`src/rtl/alu_flags_unit.sv`:
```
// Architectural O/S/C/Z flag register with a REQ/ACK branch-condition evaluator
// and a small LIFO of saved flag values for interrupt/call entry and exit.
module alu_flags_unit #(
    parameter int STACK_DEPTH = 4
) (
    input  logic       CLK,
    input  logic       RST_N,
    input  logic       O_IN,
    input  logic       S_IN,
    input  logic       C_IN,
    input  logic       Z_IN,
    input  logic       WE_FLAGS,
    output logic [3:0] FLAGS,
    input  logic [3:0] COND,
    input  logic       COND_REQ,
    output logic       COND_ACK,
    output logic       COND_TRUE,
    input  logic       PUSH,
    input  logic       POP,
    output logic       STACK_FULL,
    output logic       STACK_EMPTY,
    output logic       STACK_ERR,
    output logic [1:0] COND_STATE
);

    localparam int PTR_W = $clog2(STACK_DEPTH + 1);
    localparam int IDX_W = $clog2(STACK_DEPTH);

    // Handshake: COND_REQ is a level held by the requester until it sees COND_ACK,
    // and must be dropped in that cycle. COND_ACK is a one-cycle strobe, and
    // COND_TRUE keeps its value until the next strobe.
    typedef enum logic [1:0] {
        ST_IDLE = 2'd0,
        ST_EVAL = 2'd1,
        ST_RESP = 2'd2
    } cond_state_e;

    cond_state_e state_q, state_d;
    logic [3:0]  cond_q, cond_d;
    logic        ack_q, ack_d;
    logic        true_q, true_d;

    logic [3:0]       flags_q, flags_d;
    logic [PTR_W-1:0] ptr_q, ptr_d, pop_ptr;
    logic             full_q, full_d;
    logic             empty_q, empty_d;
    logic             err_q, err_d;
    logic             push_ok, pop_ok, stack_fault;
    logic [3:0]       mem_q [STACK_DEPTH];

    function automatic logic eval_cond(input logic [3:0] c, input logic [3:0] f);
        logic o, s, cy, z, lt, r;
        o  = f[3];
        s  = f[2];
        cy = f[1];
        z  = f[0];
        lt = s ^ o;
        r  = 1'b0;
        case (c)
            4'd0:  r = 1'b1;
            4'd1:  r = z;
            4'd2:  r = ~z;
            4'd3:  r = s;
            4'd4:  r = ~s;
            4'd5:  r = cy;
            4'd6:  r = ~cy;
            4'd7:  r = o;
            4'd8:  r = ~o;
            4'd9:  r = lt;
            4'd10: r = ~lt;
            4'd11: r = ~z & ~lt;
            4'd12: r = z | lt;
            4'd13: r = cy & ~z;
            4'd14: r = ~cy | z;
            default: r = 1'b0;
        endcase
        return r;
    endfunction

    always_comb begin
        state_d = state_q;
        cond_d  = cond_q;
        ack_d   = 1'b0;
        true_d  = true_q;
        case (state_q)
            ST_IDLE: begin
                if (COND_REQ) begin
                    cond_d  = COND;
                    state_d = ST_EVAL;
                end
            end
            // flags_q already includes any write made at the edge that entered EVAL
            ST_EVAL: begin
                true_d  = eval_cond(cond_q, flags_q);
                ack_d   = 1'b1;
                state_d = ST_RESP;
            end
            ST_RESP: state_d = ST_IDLE;
            default: state_d = ST_IDLE;
        endcase
    end

    always_ff @(posedge CLK or negedge RST_N) begin
        if (!RST_N) begin
            state_q <= ST_IDLE;
            cond_q  <= 4'd0;
            ack_q   <= 1'b0;
            true_q  <= 1'b0;
        end else begin
            state_q <= state_d;
            cond_q  <= cond_d;
            ack_q   <= ack_d;
            true_q  <= true_d;
        end
    end

    // A rejected stack operation leaves the stack alone but still lets WE_FLAGS through.
    always_comb begin
        push_ok     = PUSH & ~POP & ~full_q;
        pop_ok      = POP & ~PUSH & ~empty_q;
        stack_fault = (PUSH & POP) | (PUSH & full_q) | (POP & empty_q);
        pop_ptr     = ptr_q - PTR_W'(1);
        flags_d     = flags_q;
        ptr_d       = ptr_q;
        err_d       = err_q | stack_fault;
        if (pop_ok) begin
            flags_d = mem_q[pop_ptr[IDX_W-1:0]];
            ptr_d   = pop_ptr;
        end else if (WE_FLAGS) begin
            flags_d = {O_IN, S_IN, C_IN, Z_IN};
        end
        if (push_ok) begin
            ptr_d = ptr_q + PTR_W'(1);
        end
        full_d  = (ptr_d == PTR_W'(STACK_DEPTH));
        empty_d = (ptr_d == '0);
    end

    always_ff @(posedge CLK or negedge RST_N) begin
        if (!RST_N) begin
            flags_q <= 4'd0;
            ptr_q   <= '0;
            full_q  <= 1'b0;
            empty_q <= 1'b1;
            err_q   <= 1'b0;
        end else begin
            flags_q <= flags_d;
            ptr_q   <= ptr_d;
            full_q  <= full_d;
            empty_q <= empty_d;
            err_q   <= err_d;
        end
    end

    always_ff @(posedge CLK) begin
        if (push_ok) begin
            mem_q[ptr_q[IDX_W-1:0]] <= flags_q;
        end
    end

    assign FLAGS       = flags_q;
    assign COND_ACK    = ack_q;
    assign COND_TRUE   = true_q;
    assign STACK_FULL  = full_q;
    assign STACK_EMPTY = empty_q;
    assign STACK_ERR   = err_q;
    assign COND_STATE  = state_q;

endmodule
```
`config.mk`:
```
export PLATFORM = sky130hd
export DESIGN_NAME = alu_flags_unit
export DESIGN_NICKNAME = d
export VERILOG_FILES = /design/src/rtl/alu_flags_unit.sv
export SDC_FILE = /design/constraint.sdc
export NUM_CORES = 1
export LEC_CHECK = 0
export ABC_AREA = 1
export ABC_CLOCK_PERIOD_IN_PS = 4800
export BUFFER_PORTS_ARGS = -buffer_cell sky130_fd_sc_hd__buf_4
export CORE_MARGIN = 10
export CORE_UTILIZATION = 29
export CTS_CLUSTER_DIAMETER = 200
export DETAILED_ROUTE_END_ITERATION = 7
export GPL_ROUTABILITY_DRIVEN = 0
export PLACE_DENSITY = 0.43
export SYNTH_ARGS = -nofsm -noshare
export SYNTH_HDL_FRONTEND = slang
export SYNTH_SLANG_ARGS = --single-unit
```
`constraint.sdc`:
```
create_clock -name CLK -period 4.8 [get_ports CLK]
set_clock_uncertainty 0.1 [all_clocks]
set_input_delay 0.24 -clock CLK [delete_from_list [all_inputs] [get_ports CLK]]
set_output_delay 0.24 -clock CLK [all_outputs]
set_load 0.02 [all_outputs]
```
==> flow_summary.json <==
{
  "grt.overflow.total": 0,
  "nets": 226,
  "final_common_cell": "nand2_1",
  "cts_hold_buf": 1,
  "io_buffer_count": 24,
  "clk_pin_slew_ns": 0.07,
  "irDropWorstVdd_uv": 175,
  "cpMaxStageDelayCell": "dfrtp_1",
  "synth-compound-area-share_pct": 12.9,
  "synth_flop_cell": "dfrtp_1",
  "dp.final_hpwl_um": 2930,
  "regToRegStartpoint": "ptr_q[0]",
  "grtUsageTotal_pct": 9.09,
  "relSlewSlack_pct": 74.8,
  "yosysTopAreaCell": "edfxtp_1",
  "crit_path_end_kind": "flop",
  "power_frac_seq_pct": 42.1,
  "vias": 1238,
  "worst_path_most_repeated_cell": "o21ai_1",
  "min_path_type": "input pin to flop",
  "cts_max_level": 2,
  "synthesis.area_um2": 1670,
  "outcome": "completed",
  "grt_pass1_wl_um": 6360,
  "firstDrtPassIters": 4,
  "swShare_pct": 39.3,
  "ctsResizeCount": 0,
  "yosys_warnings": 0,
  "path_max_fanout": 11,
  "nFillCells": 589,
  "crit_cells": 7,
  "layout_common_cells": "33 x nand2_1, 24 x inv_1, 24 x nor2_1, 24 x buf_4, 17 x dfrtp_1",
  "via_per_inst": 4.41,
  "drive_above_1_share_pct": 21.5,
  "netlist.area_leader.share_pct": 28.7,
  "p_leak_nw": 0.936,
  "core_area_um2": 5540,
  "whs_endpoint": "cond_q[1]",
  "slew_violations": 0,
  "cts_tree": "done",
  "netSwitchingPower_w": 0.000415,
  "worstHoldStart": "COND[1]",
  "finalHoldViolations": 0,
  "wl_per_cell_um": 13.5,
  "tns_ns": 0,
  "r2r-end": "FLAGS[0]",
  "critPathArrivalTime_ns": 2.02,
  "clock_latency_ns": 0.28,
  "synthXorXnorAreaFrac_pct": 1.94,
  "syn_avg_cell_area_um2": 9.41,
  "cp_slowest_stage_delay_ns": 0.52,
  "grt_max_degree": 19,
  "synthTopCellsByArea": "edfxtp_1 29%, dfrtp_1 25%, nand2_1 7.4%, inv_1 5.4%, nor2_1 5.4%",
  "async_flop_share_pct": 52.9,
  "start_util_pct": 30.2,
  "ios": 25,
  "wl_um": 3800,
  "synth_top_family_by_area": "simple AND/OR/NAND/NOR gates",
  "yosysUniqueCellTypes": 26,
  "period_share_pct": 39.9,
  "fp.dieW_um": 96.0,
  "synth-seq-cells": 34,
  "fmax_ghz": 0.522,
  "drc": 0,
  "power_density_nw_per_um2": 519,
  "synth_fa_ha_area_share_pct": 2.99,
  "clkSinkCount": 34,
  "cts_root_buf": "clkbuf_8",
  "combPwrFrac_pct": 37.6,
  "p_int_w": 0.000639,
  "crit_buf_inv": 2,
  "clkPwrFrac_pct": 20.3,
  "setup_viol": 0,
  "area_growth_pct": 21.2,
  "syn-num-nets": 196,
  "ant_nets": 0,
  "syn_inst": 178,
  "critPathKind": "flop to flop",
  "critPathLaunchType": "flop",
  "drt-initial-drc-count": 46,
  "cap_violations": 0,
  "diodes": 0,
  "first_global_vias": 1306,
  "min_path_cells": 3,
  "die_y_um": 96.0,
  "rows": 27,
  "synth_edf_count": 16,
  "numCtsBuffers": 5,
  "path_delay_family": "flip-flops",
  "fin_hold_ws_ns": 0.0643,
  "dieArea_um2": 9210,
  "worstPathRequired_ns": 4.90,
  "synth_simple_gate_area_share_pct": 19.2,
  "rsz0062_at_grt": "no",
  "clockBufferDepth": 2,
  "muxShareOfSynthArea_pct": 0,
  "tightest_slew_ns": 0.377,
  "finalCriticalPeriod_ns": 1.92,
  "worst_r2r_path_depth": 7,
  "cp_cell_sequence": "inv_2 -> ha_1 -> inv_1 -> o21ai_1 -> o22ai_1 -> o21ai_1 -> o21ai_0",
  "antenna_found_initial": 0,
  "yosysSeqAreaShare_pct": 55.7,
  "rrSetupSlack_ns": 2.88,
  "postCtsSetupRepairBufs": 0
}
==> routing by layer <==
layer / routed length [um] / vias to the layer above / global-route usage, %
met2: 1870 / 28 / 15.1
met3: 164 / 8 / 2.65
met1: 1680 / 567 / 10.6
li1: - / 635 / -
met4: 82 / 0 / 3.93
met5: 0 / - / 0
==> flip-flops by register name, summed over array words and instances (netlist names) <==
register	count
STACK_ERR	1
ptr_q	3
STACK_FULL	1
STACK_EMPTY	1
COND_ACK	1
COND_TRUE	1
COND_STATE	2
cond_q	4
mem_q	16
FLAGS	4
==> per-stage QoR <==
stage          power [W]  utilization, %  instance area [um2]  std cells  setup slack (ns)
2_1_floorplan   0.000718               -                 1670        178              3.14
3_3_place_gp    0.000842            34.8                 1930        272              3.02
3_5_place_dp    0.000848            34.8                 1930        272              2.91
4_1_cts          0.00107            36.6                 2030        281              2.89
5_1_grt          0.00114            36.6                 2030        281              2.74
6_report         0.00105            36.6                 2030        281              2.88
==> synth_stat cells (3+ instances only) <==
cell type,count
o22ai_1,4
inv_1,24
o21ai_0,15
dfrtp_1,17
nor2_1,24
inv_2,3
edfxtp_1,16
nand3_1,8
nand2_1,33
ha_1,4
o21ai_1,11
==> power by group through the flow <==
| stage | Clock (W) | Combinational (W) | Sequential [W] |
|---|---|---|---|
| after CTS | 0.000221 | 0.000401 | 0.000445 |
| after detailed placement | 0 | 0.000398 | 0.000450 |
| after global routing | 0.000237 | 0.000451 | 0.000455 |
| after floorplan | 0 | 0.000270 | 0.000448 |
| final | 0.000214 | 0.000396 | 0.000444 |
| after global placement | 0 | 0.000391 | 0.000450 |
==> cell type report <==
class | count | area [um2] | share of cell area (%)
clock inverter | 1 | 5.00 | 0.247
multi-input combinational | 114 | 621 | 30.6
clock buffer | 7 | 86.3 | 4.25
tap | 72 | 90.1 | 4.44
inverter | 28 | 105 | 5.18
sequential | 34 | 932 | 45.9
timing repair buffer | 25 | 190 | 9.37
==> worst reg2reg max path: stages, from the launching register on <==
cell     delay [ns]
dfrtp_1        0.52
inv_2          0.18
ha_1           0.37
inv_1          0.19
o21ai_1        0.11
o22ai_1        0.21
o21ai_1        0.08
o21ai_0        0.07
==> cells by family after synthesis <==
kind of cell / Yosys count
buf+inv: 30
flops: 34
fa+ha+maj: 4
xor+xnor: 2
compound gates: 36
simple gates: 72
==> worst max-delay path by stage <==
stage                  start         end
CTS                 ptr_q[0]    FLAGS[0]
detailed placement  ptr_q[0]    FLAGS[0]
floorplan           ptr_q[0]  STACK_FULL
finish              ptr_q[0]    FLAGS[0]
global route        ptr_q[0]    FLAGS[2]
global placement    ptr_q[0]    FLAGS[0]
No activity file was read; power rests on OpenSTA's default activity.
